`src/rtl/shiftregister_serializer_pkg.sv`:
```
// shiftregister_pkg: shared state type, counter sizing and default width for the serializer.
package shiftregister_pkg;
  typedef enum logic [1:0] {IDLE, SHIFT, PARITY} state_t;
  localparam int DEFAULT_WIDTH = 4;
  function automatic int cnt_width(input int w);
    return $clog2(w + 1);
  endfunction
endpackage

```
`src/rtl/shiftregister_serializer_load_left.sv`:
```
// shiftregister_load_left: WIDTH-bit register with parallel load (priority), left shift and hold.
module shiftregister_load_left #(
  parameter int WIDTH = 4
) (
  input  logic             clockpulse,
  input  logic             clear,
  input  logic             load,
  input  logic             shift,
  input  logic [WIDTH-1:0] d,
  output logic [WIDTH-1:0] q
);
  always_ff @(posedge clockpulse or negedge clear)
    if (!clear) q <= '0;
    else if (load) q <= d;
    else if (shift) q <= {q[WIDTH-2:0], 1'b0};
endmodule

```
`src/rtl/shiftregister_serializer.sv`:
```
// shiftregister_serializer: MSB-first parallel-to-serial sender with valid/ready load and back-to-back frames.
// Defining SHIFTREGISTER_SERIALIZER_PARITY_EN appends an even-parity bit to each frame.
module shiftregister_serializer
  import shiftregister_pkg::*;
#(
  parameter int WIDTH = DEFAULT_WIDTH
) (
  input  logic             clockpulse,
  input  logic             clear,
  input  logic             load_valid,
  output logic             load_ready,
  input  logic [WIDTH-1:0] parallel_input,
  input  logic             shift_enable,
  output logic             serial_output,
  output logic             serial_valid,
  output logic             serial_last
);
  localparam int CW = cnt_width(WIDTH);
  localparam logic [CW-1:0] LAST = CW'(WIDTH - 1);
  state_t state;
  logic [CW-1:0] cnt;
  logic [WIDTH-1:0] sr;
  logic last_data, last_bit, load, shift;
  assign last_data = state == SHIFT && cnt == LAST;
`ifdef SHIFTREGISTER_SERIALIZER_PARITY_EN
  logic par;
  assign last_bit = state == PARITY;
  assign serial_output = state == SHIFT ? sr[WIDTH-1] : state == PARITY && par;
  always_ff @(posedge clockpulse or negedge clear)
    if (!clear) par <= 1'b0;
    else if (load) par <= ^parallel_input;
`else
  assign last_bit = last_data;
  assign serial_output = state == SHIFT && sr[WIDTH-1];
`endif
  assign serial_valid = state != IDLE;
  assign serial_last  = last_bit;
  // Handshake only opens on the final bit-time when it will actually advance, keeping frames gapless.
  assign load_ready   = state == IDLE || (last_bit && shift_enable);
  assign load         = load_valid && load_ready;
  assign shift        = state == SHIFT && shift_enable;
  shiftregister_load_left #(.WIDTH(WIDTH)) u_sr (
    .clockpulse(clockpulse),
    .clear     (clear),
    .load      (load),
    .shift     (shift),
    .d         (parallel_input),
    .q         (sr)
  );
  always_ff @(posedge clockpulse or negedge clear)
    if (!clear) begin
      state <= IDLE;
      cnt   <= '0;
    end else if (load) begin
      state <= SHIFT;
      cnt   <= '0;
    end else if (shift_enable && state != IDLE) begin
      if (last_bit) begin
        state <= IDLE;
        cnt   <= '0;
      end else begin
        cnt <= cnt + CW'(1);
`ifdef SHIFTREGISTER_SERIALIZER_PARITY_EN
        if (last_data) state <= PARITY;
`endif
      end
    end
endmodule

```
`config.mk`:
```
export PLATFORM = sky130hd
export DESIGN_NAME = shiftregister_serializer
export DESIGN_NICKNAME = d
export VERILOG_FILES = /design/src/rtl/shiftregister_serializer_pkg.sv /design/src/rtl/shiftregister_serializer_load_left.sv /design/src/rtl/shiftregister_serializer.sv
export SDC_FILE = /design/constraint.sdc
export NUM_CORES = 1
export LEC_CHECK = 0
export BUFFER_PORTS_ARGS = -buffer_cell sky130_fd_sc_hd__buf_2
export CORE_AREA = 3 3 40 42
export CTS_CLUSTER_DIAMETER = 30
export CTS_CLUSTER_SIZE = 40
export DETAILED_ROUTE_END_ITERATION = 16
export DIE_AREA = 0 0 43 45
export HOLD_SLACK_MARGIN = 0.12
export PLACE_DENSITY = 0.63
export SETUP_SLACK_MARGIN = 0.1
export SLEW_MARGIN = 20
export SYNTH_ARGS = -nofsm -noshare
export SYNTH_HDL_FRONTEND = slang
export SYNTH_SLANG_ARGS = --single-unit
```
`constraint.sdc`:
```
create_clock -name clockpulse -period 1.4 [get_ports clockpulse]
set_input_delay 0.14 -clock clockpulse [delete_from_list [all_inputs] [get_ports clockpulse]]
set_output_delay 0.14 -clock clockpulse [all_outputs]
set_load 0.02 [all_outputs]
```
After elaboration in Yosys (flattened, before gate mapping)
Cells that the tools add are included.
{"block": "word_totals", "ff_bits": 9, "latchBits": 0, "ram_bits": 0, "rom_bits": 0, "output_inout_bits": 4, "memories": 0}
{"block": "op_classes", "n_addsub": 1, "mul": 0, "div_mod_pow": 0, "magnitude_cmp": 0, "n_eq_ne": 2, "shift": 0, "mux": 8, "bitwise_logic": 0, "reduce_logical": 13}
{"operator": "$mux W3", "n": 3}
{"operator": "$mux W4", "n": 2}
{"operator": "$reduce_bool A2 Y1", "n": 4}
{"operator": "$logic_and A1 B1 Y1", "n": 6}
{"operator": "$mux W2", "n": 3}
{"operator": "$add A3 B1 Y3 const B", "n": 1}
{"operator": "$eq A3 B2 Y1 const B", "n": 1}
{"operator": "$eq A2 B1 Y1 const B", "n": 1}
{"operator": "$logic_not A2 Y1", "n": 1}
{"operator": "$reduce_and A2 Y1", "n": 1}
{"operator": "$logic_or A1 B1 Y1", "n": 1}

Longest topological paths before layout
Gate-level depths: netlist of the first run.
{"block": "depth", "depth_word": 7, "ltp_mapped": 4}

Hierarchy
Synthesis of the first run repeated with hierarchy kept, for this count alone.
{"block": "hier_totals", "hier_cells": 42, "hier_area_um2": 415.4}
{"mod": "shiftregister_serializer", "n_inst": 1, "cells_per_inst": 27, "area_per_inst_um2": 246.5, "seq_area_each_um2": 100.1}
{"mod": "shiftregister_load_left", "n_inst": 1, "cells_per_inst": 15, "area_per_inst_um2": 168.9, "seq_area_each_um2": 100.1}

Worst setup path before layout of the first run
Ideal clock, no wire load.
{"block": "synth_timing", "path_type": "flip-flop to flip-flop", "start": "register cnt[0]", "end": "register state[0]", "setup_ns": 0.067, "t_arrival_ns": 1.153, "required_ns": 1.333, "setup_slack_ns": 0.180, "path_stages_with_launch": 5, "path_buffers": 0, "synth_period_minus_slack_ns": 1.220, "cell_sequence": "dfrtp_1 -> ha_1 -> and2b_1 -> a21bo_1 -> nand2_1"}
{"block": "synth_via", "elab_chain_cells": 7, "word_cells_on_any_way": 9}
{"item": "start: declaration", "line": "shiftregister_serializer.sv:21", "text": "logic [CW-1:0] cnt;"}
{"item": "start signal: assignment", "line": "shiftregister_serializer.sv:62", "text": "cnt <= cnt + CW'(1);"}
{"item": "$eq A3 B2 Y1 *", "line": "shiftregister_serializer.sv:24", "text": "assign last_data = state == SHIFT && cnt == LAST;"}
{"item": "$logic_and A1 B1 Y1 *", "line": "shiftregister_serializer.sv:24"}
{"item": "$logic_and A1 B1 Y1 *", "line": "shiftregister_serializer.sv:39", "text": "assign load_ready = state == IDLE || (last_bit && shift_enable);"}
{"item": "$logic_or A1 B1 Y1 *", "line": "shiftregister_serializer.sv:39"}
{"item": "via load_ready", "line": "shiftregister_serializer.sv:11", "text": "output logic load_ready,"}
{"item": "$logic_and A1 B1 Y1 *", "line": "shiftregister_serializer.sv:40", "text": "assign load = load_valid && load_ready;"}
{"item": "$reduce_bool A2 Y1 (no source line)"}
{"item": "$reduce_and A2 Y1 (no source line)"}
{"item": "end signal: assignment", "line": "shiftregister_serializer.sv:52", "text": "state <= IDLE;"}
{"item": "end signal: assignment", "line": "shiftregister_serializer.sv:55", "text": "state <= SHIFT;"}
{"item": "end signal: assignment", "line": "shiftregister_serializer.sv:59", "text": "state <= IDLE;"}
{"item": "end: declaration", "line": "shiftregister_serializer.sv:20", "text": "state_t state;"}
Mark *: on every way through the listed nets, which the timed path passes. The rest lies on a longest branch.
A chain may end at the register's enable or synchronous reset.

Worst setup path after layout of the first run
{"block": "layout_timing", "start": "register cnt[1]", "end": "output load_ready"}
{"block": "layout_via", "elab_chain_cells": 4}
{"item": "$eq A3 B2 Y1", "line": "shiftregister_serializer.sv:24"}
{"item": "$logic_and A1 B1 Y1", "line": "shiftregister_serializer.sv:24"}
{"item": "$logic_and A1 B1 Y1", "line": "shiftregister_serializer.sv:39"}
{"item": "$logic_or A1 B1 Y1", "line": "shiftregister_serializer.sv:39"}
{"item": "end: declaration", "line": "shiftregister_serializer.sv:11"}
Every way passes these cells.

==> results of run 1 <==
layer usage:
metal,vias up,global-route usage,wire [um]
met3,10,0.0239,52
met2,17,0.263,680
met5,-,0,0
li1,216,-,-
met1,224,0.143,556
met4,0,0.157,68
worst min path at each step:
| stage | from | to | slack (ps) | depth (start not counted) |
|---|---|---|---|---|
| floorplan | clear | cnt[0] | -160 | 0 |
| global placement | clear | cnt[2] | -8 | 1 |
| detailed placement | clear | cnt[2] | -8 | 1 |
| CTS | parallel_input[0] | u_sr.q[0] | 170 | 3 |
| global route | parallel_input[0] | u_sr.q[0] | 190 | 3 |
| finish | parallel_input[0] | u_sr.q[0] | 190 | 3 |
flip-flops by register name (all words and copies together) (netlist names):
signal,count
u_sr.q,4
state,1
cnt,3
critical path, cell delays in order, from the launching register on:
cell and delay (ps):
dfrtp_1 380, ha_2 190, and2b_2 230, a21bo_1 200, buf_6 130
power by group through the flow:
stage	clock [mW]	sequential, mW	combinational [mW]
final	0.183	0.361	0.620
after detailed placement	0	0.375	0.466
after global routing	0.205	0.366	0.665
after floorplan	0	0.365	0.354
after CTS	0.193	0.358	0.586
after global placement	0	0.369	0.460
per-stage QoR:
step / utilization / worst slack [ps] / total power [mW] / hold slack, ps
floorplan: - / 180 / 0.719 / -156
global placement: 0.454 / 118 / 0.830 / -7.71
detailed placement: 0.454 / 84.8 / 0.841 / -7.86
CTS: 0.522 / -119 / 1.14 / 173
global route: 0.537 / -179 / 1.24 / 190
finish: 0.537 / -143 / 1.16 / 186
logic make-up after synthesis:
family,after synthesis,share of synthesized area
AO/OA/AOI/OAI,14,0.190
adder cells (fa/ha/maj),1,0.0240
buffers and inverters,6,0.0721
flip-flops,8,0.385
multiplexers,7,0.163
AND/OR/NAND/NOR,14,0.166
Yosys cell counts (all sizes together):
| cell | n |
|---|---|
| dfrtp | 8 |
| mux2 | 3 |
| inv | 3 |
| and2 | 2 |
| nand2b | 6 |
| buf | 3 |
| a21oi | 3 |
| a21bo | 1 |
| o221ai | 1 |
| nand2 | 2 |
| nand4 | 1 |
| nand3b | 1 |
| and2b | 1 |
| a22o | 2 |
| nor2 | 1 |
| ha | 1 |
| mux2i | 4 |
| o22ai | 4 |
| a31oi | 1 |
| o21ai | 2 |
layout make-up:
| class | instances | area, um2 | share of cell area |
|---|---|---|---|
| clock buffers | 3 | 22.5 | 0.0327 |
| inverters | 3 | 11.3 | 0.0163 |
| multi-input cells | 36 | 302 | 0.437 |
| flip-flops and latches | 8 | 201 | 0.292 |
| well taps | 15 | 18.8 | 0.0272 |
| repair buffers | 19 | 134 | 0.194 |
timing repair:
action                     CTS  global route
setup endpoints to repair    4             6
hold buffers                 1             0
pin swaps                    2             3
hold endpoints to repair     8             0
buffers inserted             5             1
gates resized for setup      7             4
==> run_results.csv, run 1 <==
group,metric,value,unit
sta,max_slew_margin,0.829,
finish,fin_area,689,um2
pwr,combPwrFrac,0.533,
job,maxCapViolations,0,
route,wire_per_inst,16.2,um
route,num_vias,467,
clock_network,h-tree-depth,1,
die,io_pins,12,
synth,synth_top_area_frac,0.385,
die,dieArea,1940,um2
critical_path,worstSetupStartpointType,"register",
critical_path,r2r-end,"cnt[0]",
route,wl,1360,um
sta,tightest_slew,257,ps
placement,gp_routability_congestion,0.674,
critical_path,r2r_cells,5,
clock_network,cts_root_buf,"clkbuf_4",
die,die_x,43,um
synth,syn_area_per_cell,10.4,um2
critical_path,cp.arrival,1400,ps
sta,setup_viol_count_final,2,
clock_network,clk_latency,260,ps
clock_network,clk_pin_slew,60,ps
die,die_height,45,um
clock_network,cts_buffer_depth,2,
clock_network,cts_buffers,3,
finish,final_cells,84,
pwr,p_seq_frac,0.310,
finish,syn_to_final_growth,32.5,%
pwr,vdd_drop_max,0.743,mV
pwr,leakage,0.367,nW
outcome,status,"finished with violations",
critical_path,r2r_setup_slack,110,ps
route,vias_per_cell,5.56,
global_routing,gr-usage-all-layers,0.149,
global_routing,overflow,0,
die,rows,13,
clock_network,cts.sinks,8,
critical_path,critPathMaxFanout,4,
synth,netlist_instances,50,
global_routing,antenna_found_initial,0,
sta,hold_viol_final,0,
critical_path,cp-endpoint,"load_ready",
finish,mostFrequentLayoutCells,"buf_2, dfrtp_1, nand2b_1, buf_4, mux2i_1",
worst_hold_path,worst_hold_path_type,"input pin to register",
placement,dp_hpwl,792,um
outcome,violations,"negative setup slack",
route,drt_pass1_iterations,4,
finish,fill_cells,122,
sta,setup_ws,-143,ps
clock_network,cts_tree,"built",
critical_path,r2r_start,"cnt[1]",
finish,layout-drive-gt1-share,0.449,
synth,yosys_warnings,0,
pwr,netSwitchingFraction,0.363,
sta,fin_crit,1540,ps
pwr,powerDensity,1690,nW/um2
synth,ys_seq_area_frac,0.385,
global_routing,grt_pass1_vias,481,
critical_path,worstSetupStartpoint,"cnt[1]",
sta,finalSetupTns,-219,ps
route,drtAntennaViolNets,0,
route,drt_first_iter_violations,2,
global_routing,grt_max_degree,12,
placement,dp.cells,75,
finish,n_antenna_cell,0,
critical_path,cp-end-kind,"output port",
sta,skew,3.14,ps
die,start_util,0.405,
sta,maxSlewViolCount,0,
pwr,power_switching,0.422,mW
sta,post-route-period-util,1.10,
pwr,p_int,0.742,mW
critical_path,critPathKind,"register to output port",
sta,rsz0062_at_grt,"yes",
route,route.detailed.drc,0,
critical_path,cp.required,1260,ps
placement,io_buffer_count,11,
global_routing,grt_first_pass_wirelength,2030,um
die,core,1280,um2
finish,final_common_cell,"buf_2",
synth,netlist.top_cell.by_area,"dfrtp_1",
synth,synthesis.area,520,um2
synth,synth_nets,59,
synth,synth_cell_types,22,
synth,synth-seq-cells,8,
synth,synthTopCellsByArea,"dfrtp_1, mux2_4, mux2i_1",
pwr,clockPowerShare,0.157,
sta,fmax,0.648,GHz
placement,placed_cell_area,583,um2
finish,final_nets,80,
No activity file was read; power rests on OpenSTA's default activity.
==> run 2: changes to the inputs <==
--- a/config.mk
+++ b/config.mk
@@ -6,11 +6,12 @@
 export NUM_CORES = 1
 export LEC_CHECK = 0
 export BUFFER_PORTS_ARGS = -buffer_cell sky130_fd_sc_hd__buf_2
-export CORE_AREA = 3 3 40 42
+export CAP_MARGIN = 30
+export CORE_AREA = 2 2 39 41
 export CTS_CLUSTER_DIAMETER = 30
 export CTS_CLUSTER_SIZE = 40
 export DETAILED_ROUTE_END_ITERATION = 16
-export DIE_AREA = 0 0 43 45
+export DIE_AREA = 0 0 41 43
 export HOLD_SLACK_MARGIN = 0.12
 export PLACE_DENSITY = 0.63
 export SETUP_SLACK_MARGIN = 0.1
==> constraint.sdc (replaced) <==
create_clock -name clockpulse -period 1.4 [get_ports clockpulse]
set_input_delay 0.07 -clock clockpulse [delete_from_list [all_inputs] [get_ports clockpulse]]
set_output_delay 0.07 -clock clockpulse [all_outputs]
set_load 0.02 [all_outputs]
==> run_results.csv, run 2 (synthesis gave the netlist of run 1 again) <==
group,metric,value,unit
sta,fmax,0.699,GHz
pwr,netSwitchingFraction,0.356,
placement,placed_cell_area,584,um2
finish,final_common_cell,"buf_2",
sta,tightest_slew,243,ps
finish,layout.area.seq,200,um2
route,wire_per_inst,14.0,um
route,vias_per_cell,5.22,
critical_path,cp.arrival,1360,ps
critical_path,critPathKind,"register to output port",
clock_network,cts_buffers,3,
job,maxCapViolations,0,
die,dieArea,1760,um2
critical_path,worstSetupStartpointType,"register",
route,num_vias,454,
critical_path,max_stage_delay,380,ps
sta,hold_viol_final,0,
pwr,leakage,0.375,nW
worst_hold_path,worst_hold_path_type,"input pin to register",
finish,top_regs,"u_sr.q (4), cnt (3), state (1)",
finish,n_antenna_cell,0,
global_routing,grt_first_pass_wirelength,1990,um
critical_path,critPathMaxFanout,3,
route,wl_met1,518,um
route,wl,1220,um
placement,dp_hpwl,763,um
finish,fin_area,704,um2
global_routing,overflow,0,
pwr,vdd_drop_max,0.705,mV
die,io_pins,12,
route,met3_length,32,um
finish,top_register,"u_sr.q",
finish,mostFrequentLayoutCells,"buf_2, dfrtp_1, buf_4, nand2b_1, mux2i_1",
die,core,1380,um2
critical_path,cp.required,1330,ps
die,start_util,0.376,
sta,maxSlewViolCount,0,
route,wl_met2,617,um
sta,post-route-period-util,1.02,
clock_network,clk_pin_slew,60,ps
finish,syn_to_final_growth,35.3,%
placement,preCtsSetupSlack,131,ps
finish,final_util,0.509,
pwr,clockPowerShare,0.154,
critical_path,cp_slowest_cell,"dfrtp_1",
pwr,total_power,1.17,mW
outcome,violations,"negative setup slack",
global_routing,grt_pass1_vias,461,
finish,largest_reg_flops,4,
sta,skew,5.03,ps
clock_network,h-tree-depth,1,
placement,gp_routability_congestion,0.758,
finish,final_nets,82,
critical_path,crit_chain,"ha_2 -> and2b_2 -> a21bo_1 -> buf_6",
sta,fin_crit,1430,ps
route,top_layer_used,"met4",
pwr,p_seq_frac,0.305,
pwr,power_switching,0.418,mW
clock_network,cts_tree,"built",
finish,final_cells,87,
critical_path,r2r_setup_slack,30,ps
sta,rsz0062_at_grt,"yes",
clock_network,cts_buffer_depth,2,
placement,dp.cells,76,
global_routing,antenna_found_initial,0,
pwr,powerDensity,1660,nW/um2
sta,setup_ws,-31.6,ps
clock_network,clk_latency,260,ps
placement,io_buffer_count,11,
die,die_height,43,um
die,rows,14,
route,route.detailed.drc,0,
global_routing,grt_max_degree,12,
finish,layout-drive-gt1-share,0.423,
route,drtAntennaViolNets,0,
pwr,combPwrFrac,0.540,
die,die_x,41,um
finish,multi_input_area,299,um2
clock_network,cts_root_buf,"clkbuf_4",
clock_network,cts.sinks,8,
sta,max_slew_margin,0.838,
outcome,status,"finished with violations",
pwr,p_int,0.754,mW
critical_path,cp-end-kind,"output port",
route,drt_pass1_iterations,4,
route,drt_first_iter_violations,8,
sta,setup_viol_count_final,1,
global_routing,gr-usage-all-layers,0.169,
finish,fill_cells,140,
run 2: cell types whose count changed in the layout (fill, tap and decap cells not counted):
cell | previous run | this run
dlygate4sd3_1 | 1 | 2
and2_4 | 1 | 0
and2_1 | 1 | 2
dfrtp_2 | 1 | 0
buf_4 | 6 | 7
dfrtp_1 | 7 | 8
run 2: layer usage:
layer | vias to the layer above | GRT usage
met5 | - | 0
met4 | 0 | 0.100
met3 | 4 | 0.0157
met2 | 11 | 0.256
met1 | 218 | 0.221
li1 | 221 | -
run 2: final cells by class:
class	instances	area share
multi-input cells	36	0.425
flip-flops and latches	8	0.284
repair buffers	21	0.215
clock buffers	3	0.0320
well taps	16	0.0284
inverters	3	0.0160
run 2: power groups by stage:
stage | Combinational [mW] | Sequential [mW] | Clock (mW)
global placement | 0.460 | 0.367 | 0
finish | 0.633 | 0.358 | 0.181
CTS | 0.583 | 0.359 | 0.184
detailed placement | 0.460 | 0.371 | 0
global route | 0.697 | 0.368 | 0.191
floorplan | 0.354 | 0.365 | 0
run 2: path summary, 6_finish.rpt:
check | start | cells past startpoint | end
worst max-delay path | cnt[1] | 4 | load_ready
worst min-delay path | shift_enable | 2 | u_sr.q[2]
worst max register to register | cnt[1] | 6 | cnt[0]
worst min register to register | u_sr.q[3] | 2 | u_sr.q[3]
max in group asynchronous | clear | 2 | cnt[2]
min in group asynchronous | clear | 2 | u_sr.q[3]
run 2: worst max-delay path, delay by kind of cell, from the launching register on:
family,cells,cell delay [ps]
DFF,1,380
adders and majority gates,1,190
AOI/OAI and AO/OA,1,190
buffers and inverters,1,130
and+or+nand+nor,1,210
run 2: repair_timing:
item | 4_1_cts | 5_1_grt
gates cloned | 0 | 0
hold endpoints to repair | 9 | 0
gates resized for setup | 6 | 3
pin swaps | 2 | 2
hold buffers | 2 | 0
endpoints found under the setup margin | 2 | 6
buffers inserted | 5 | 1
run 2: through the flow:
step	TNS (ps)	hold slack [ps]
final	-31.6	134
after global routing	-156	157
after CTS	-22.2	132
after detailed placement	0	-80.0
after global placement	0	-75.6
after floorplan	0	-226
==> run 3: changes to the inputs <==
--- a/config.mk
+++ b/config.mk
@@ -19,3 +19,4 @@
 export SYNTH_ARGS = -nofsm -noshare
 export SYNTH_HDL_FRONTEND = slang
 export SYNTH_SLANG_ARGS = --single-unit
+export TNS_END_PERCENT = 10
==> run_results.csv, run 3 (synthesis gave the netlist of run 1 again) <==
group,metric,value,unit
finish,mostFrequentLayoutCells,"buf_2, dfrtp_1, buf_4, nand2b_1, mux2i_1",
sta,hold_viol_final,0,
route,drt_pass1_iterations,2,
placement,dp_hpwl,763,um
sta,setup_ws,-24.1,ps
clock_network,cts.sinks,8,
sta,rsz0062_at_grt,"yes",
route,drt_first_iter_violations,5,
die,die_height,43,um
outcome,violations,"negative setup slack",
pwr,total_power,1.13,mW
die,rows,14,
critical_path,cp.required,1330,ps
die,die_x,41,um
pwr,vdd_drop_max,0.699,mV
route,route.detailed.drc,0,
sta,setup_viol_count_final,2,
critical_path,critPathMaxFanout,3,
sta,fin_crit,1420,ps
pwr,clockPowerShare,0.158,
global_routing,grt_first_pass_wirelength,1980,um
outcome,status,"finished with violations",
die,io_pins,12,
global_routing,grt_pass1_vias,457,
clock_network,h-tree-depth,1,
finish,n_antenna_cell,0,
route,wire_per_inst,13.9,um
route,num_vias,445,
placement,io_buffer_count,11,
clock_network,cts_buffer_depth,2,
job,maxCapViolations,0,
pwr,p_int,0.726,mW
sta,fmax,0.702,GHz
clock_network,clk_pin_slew,60,ps
critical_path,worstSetupStartpointType,"register",
clock_network,clk_latency,260,ps
sta,max_slew_margin,0.835,
worst_hold_path,worst_hold_path_type,"input pin to register",
sta,post-route-period-util,1.02,
clock_network,cts_root_buf,"clkbuf_4",
finish,top_register,"u_sr.q",
clock_network,cts_tree,"built",
critical_path,cp-end-kind,"output port",
route,top_layer_used,"met4",
critical_path,critPathKind,"register to output port",
route,drtAntennaViolNets,0,
sta,skew,5.26,ps
global_routing,gr-usage-all-layers,0.168,
route,wl_met1,534,um
pwr,power_switching,0.407,mW
global_routing,overflow,0,
sta,maxSlewViolCount,0,
critical_path,cp.arrival,1350,ps
sta,fin_hold_ws,135,ps
global_routing,grt_max_degree,12,
finish,final_nets,81,
finish,largest_reg_flops,4,
route,met3_length,28,um
finish,layout-drive-gt1-share,0.414,
die,core,1380,um2
pwr,netSwitchingFraction,0.359,
finish,syn_to_final_growth,32.0,%
finish,top_regs,"u_sr.q (4), cnt (3), state (1)",
route,wl_met2,587,um
route,wl,1190,um
pwr,powerDensity,1650,nW/um2
die,start_util,0.376,
finish,final_common_cell,"buf_2",
pwr,leakage,0.368,nW
die,dieArea,1760,um2
finish,final_util,0.496,
route,vias_per_cell,5.17,
clock_network,cts_buffers,3,
global_routing,antenna_found_initial,0,
pwr,p_seq_frac,0.316,
sta,tightest_slew,247,ps
pwr,combPwrFrac,0.526,
placement,gp_routability_congestion,0.758,
sta,finalSetupTns,-27.7,ps
run 3: cell count changes in the layout (fill, tap and decap cells not counted):
cell   change
buf_2      +1
buf_6      -2
run 3: worst paths after layout:
path / to / slack (ps) / cells after the start / start
max: load_ready / -20 / 4 / cnt[1]
min: u_sr.q[2] / 130 / 3 / parallel_input[2]
max reg2reg: cnt[0] / 130 / 5 / cnt[1]
min reg2reg: u_sr.q[3] / 580 / 2 / u_sr.q[3]
max in group asynchronous: cnt[2] / 1040 / 2 / clear
min in group asynchronous: u_sr.q[3] / 190 / 2 / clear
run 3: metrics by stage:
stage	cells	cell area, um2	setup slack [ps]
2_1_floorplan	50	520	180
3_3_place_gp	76	584	152
3_5_place_dp	76	584	131
4_1_cts	86	674	-22.2
5_1_grt	86	687	-74.6
6_report	86	687	-24.1
run 3: power groups by stage:
stage               Combinational (mW)  Clock [mW]  Sequential (mW)
finish                           0.596       0.180            0.358
global route                     0.660       0.191            0.368
CTS                              0.569       0.184            0.359
detailed placement               0.460           0            0.371
global placement                 0.460           0            0.367
floorplan                        0.354           0            0.365
run 3: what timing repair did:
action                                 in CTS  in global routing
setup endpoints to repair                   2                  6
hold buffers                                2                  0
gates resized for setup                     4                  2
endpoints found under the hold margin       9                  0
buffers inserted                            5                  0
pin swaps                                   2                  2
run 3: final cells by class:
cell class | count | area [um2]
Sequential cell | 8 | 200
Clock buffer | 3 | 22.5
Tap cell | 16 | 20.0
Multi-Input combinational cell | 36 | 299
Inverter | 3 | 11.3
Fill cell | 137 | 697
Timing Repair Buffer | 20 | 134
run 3: worst max-delay path, cell delays in order (launching register included):
cell and delay (ps):
dfrtp_1 380, ha_2 190, and2b_2 210, a21bo_1 190
buf_6 130
run 3: routing by layer:
metal	vias to the layer above	GRT usage
met5	-	0
met4	0	0.100
met1	211	0.217
met2	9	0.256
li1	221	-
met3	4	0.0157
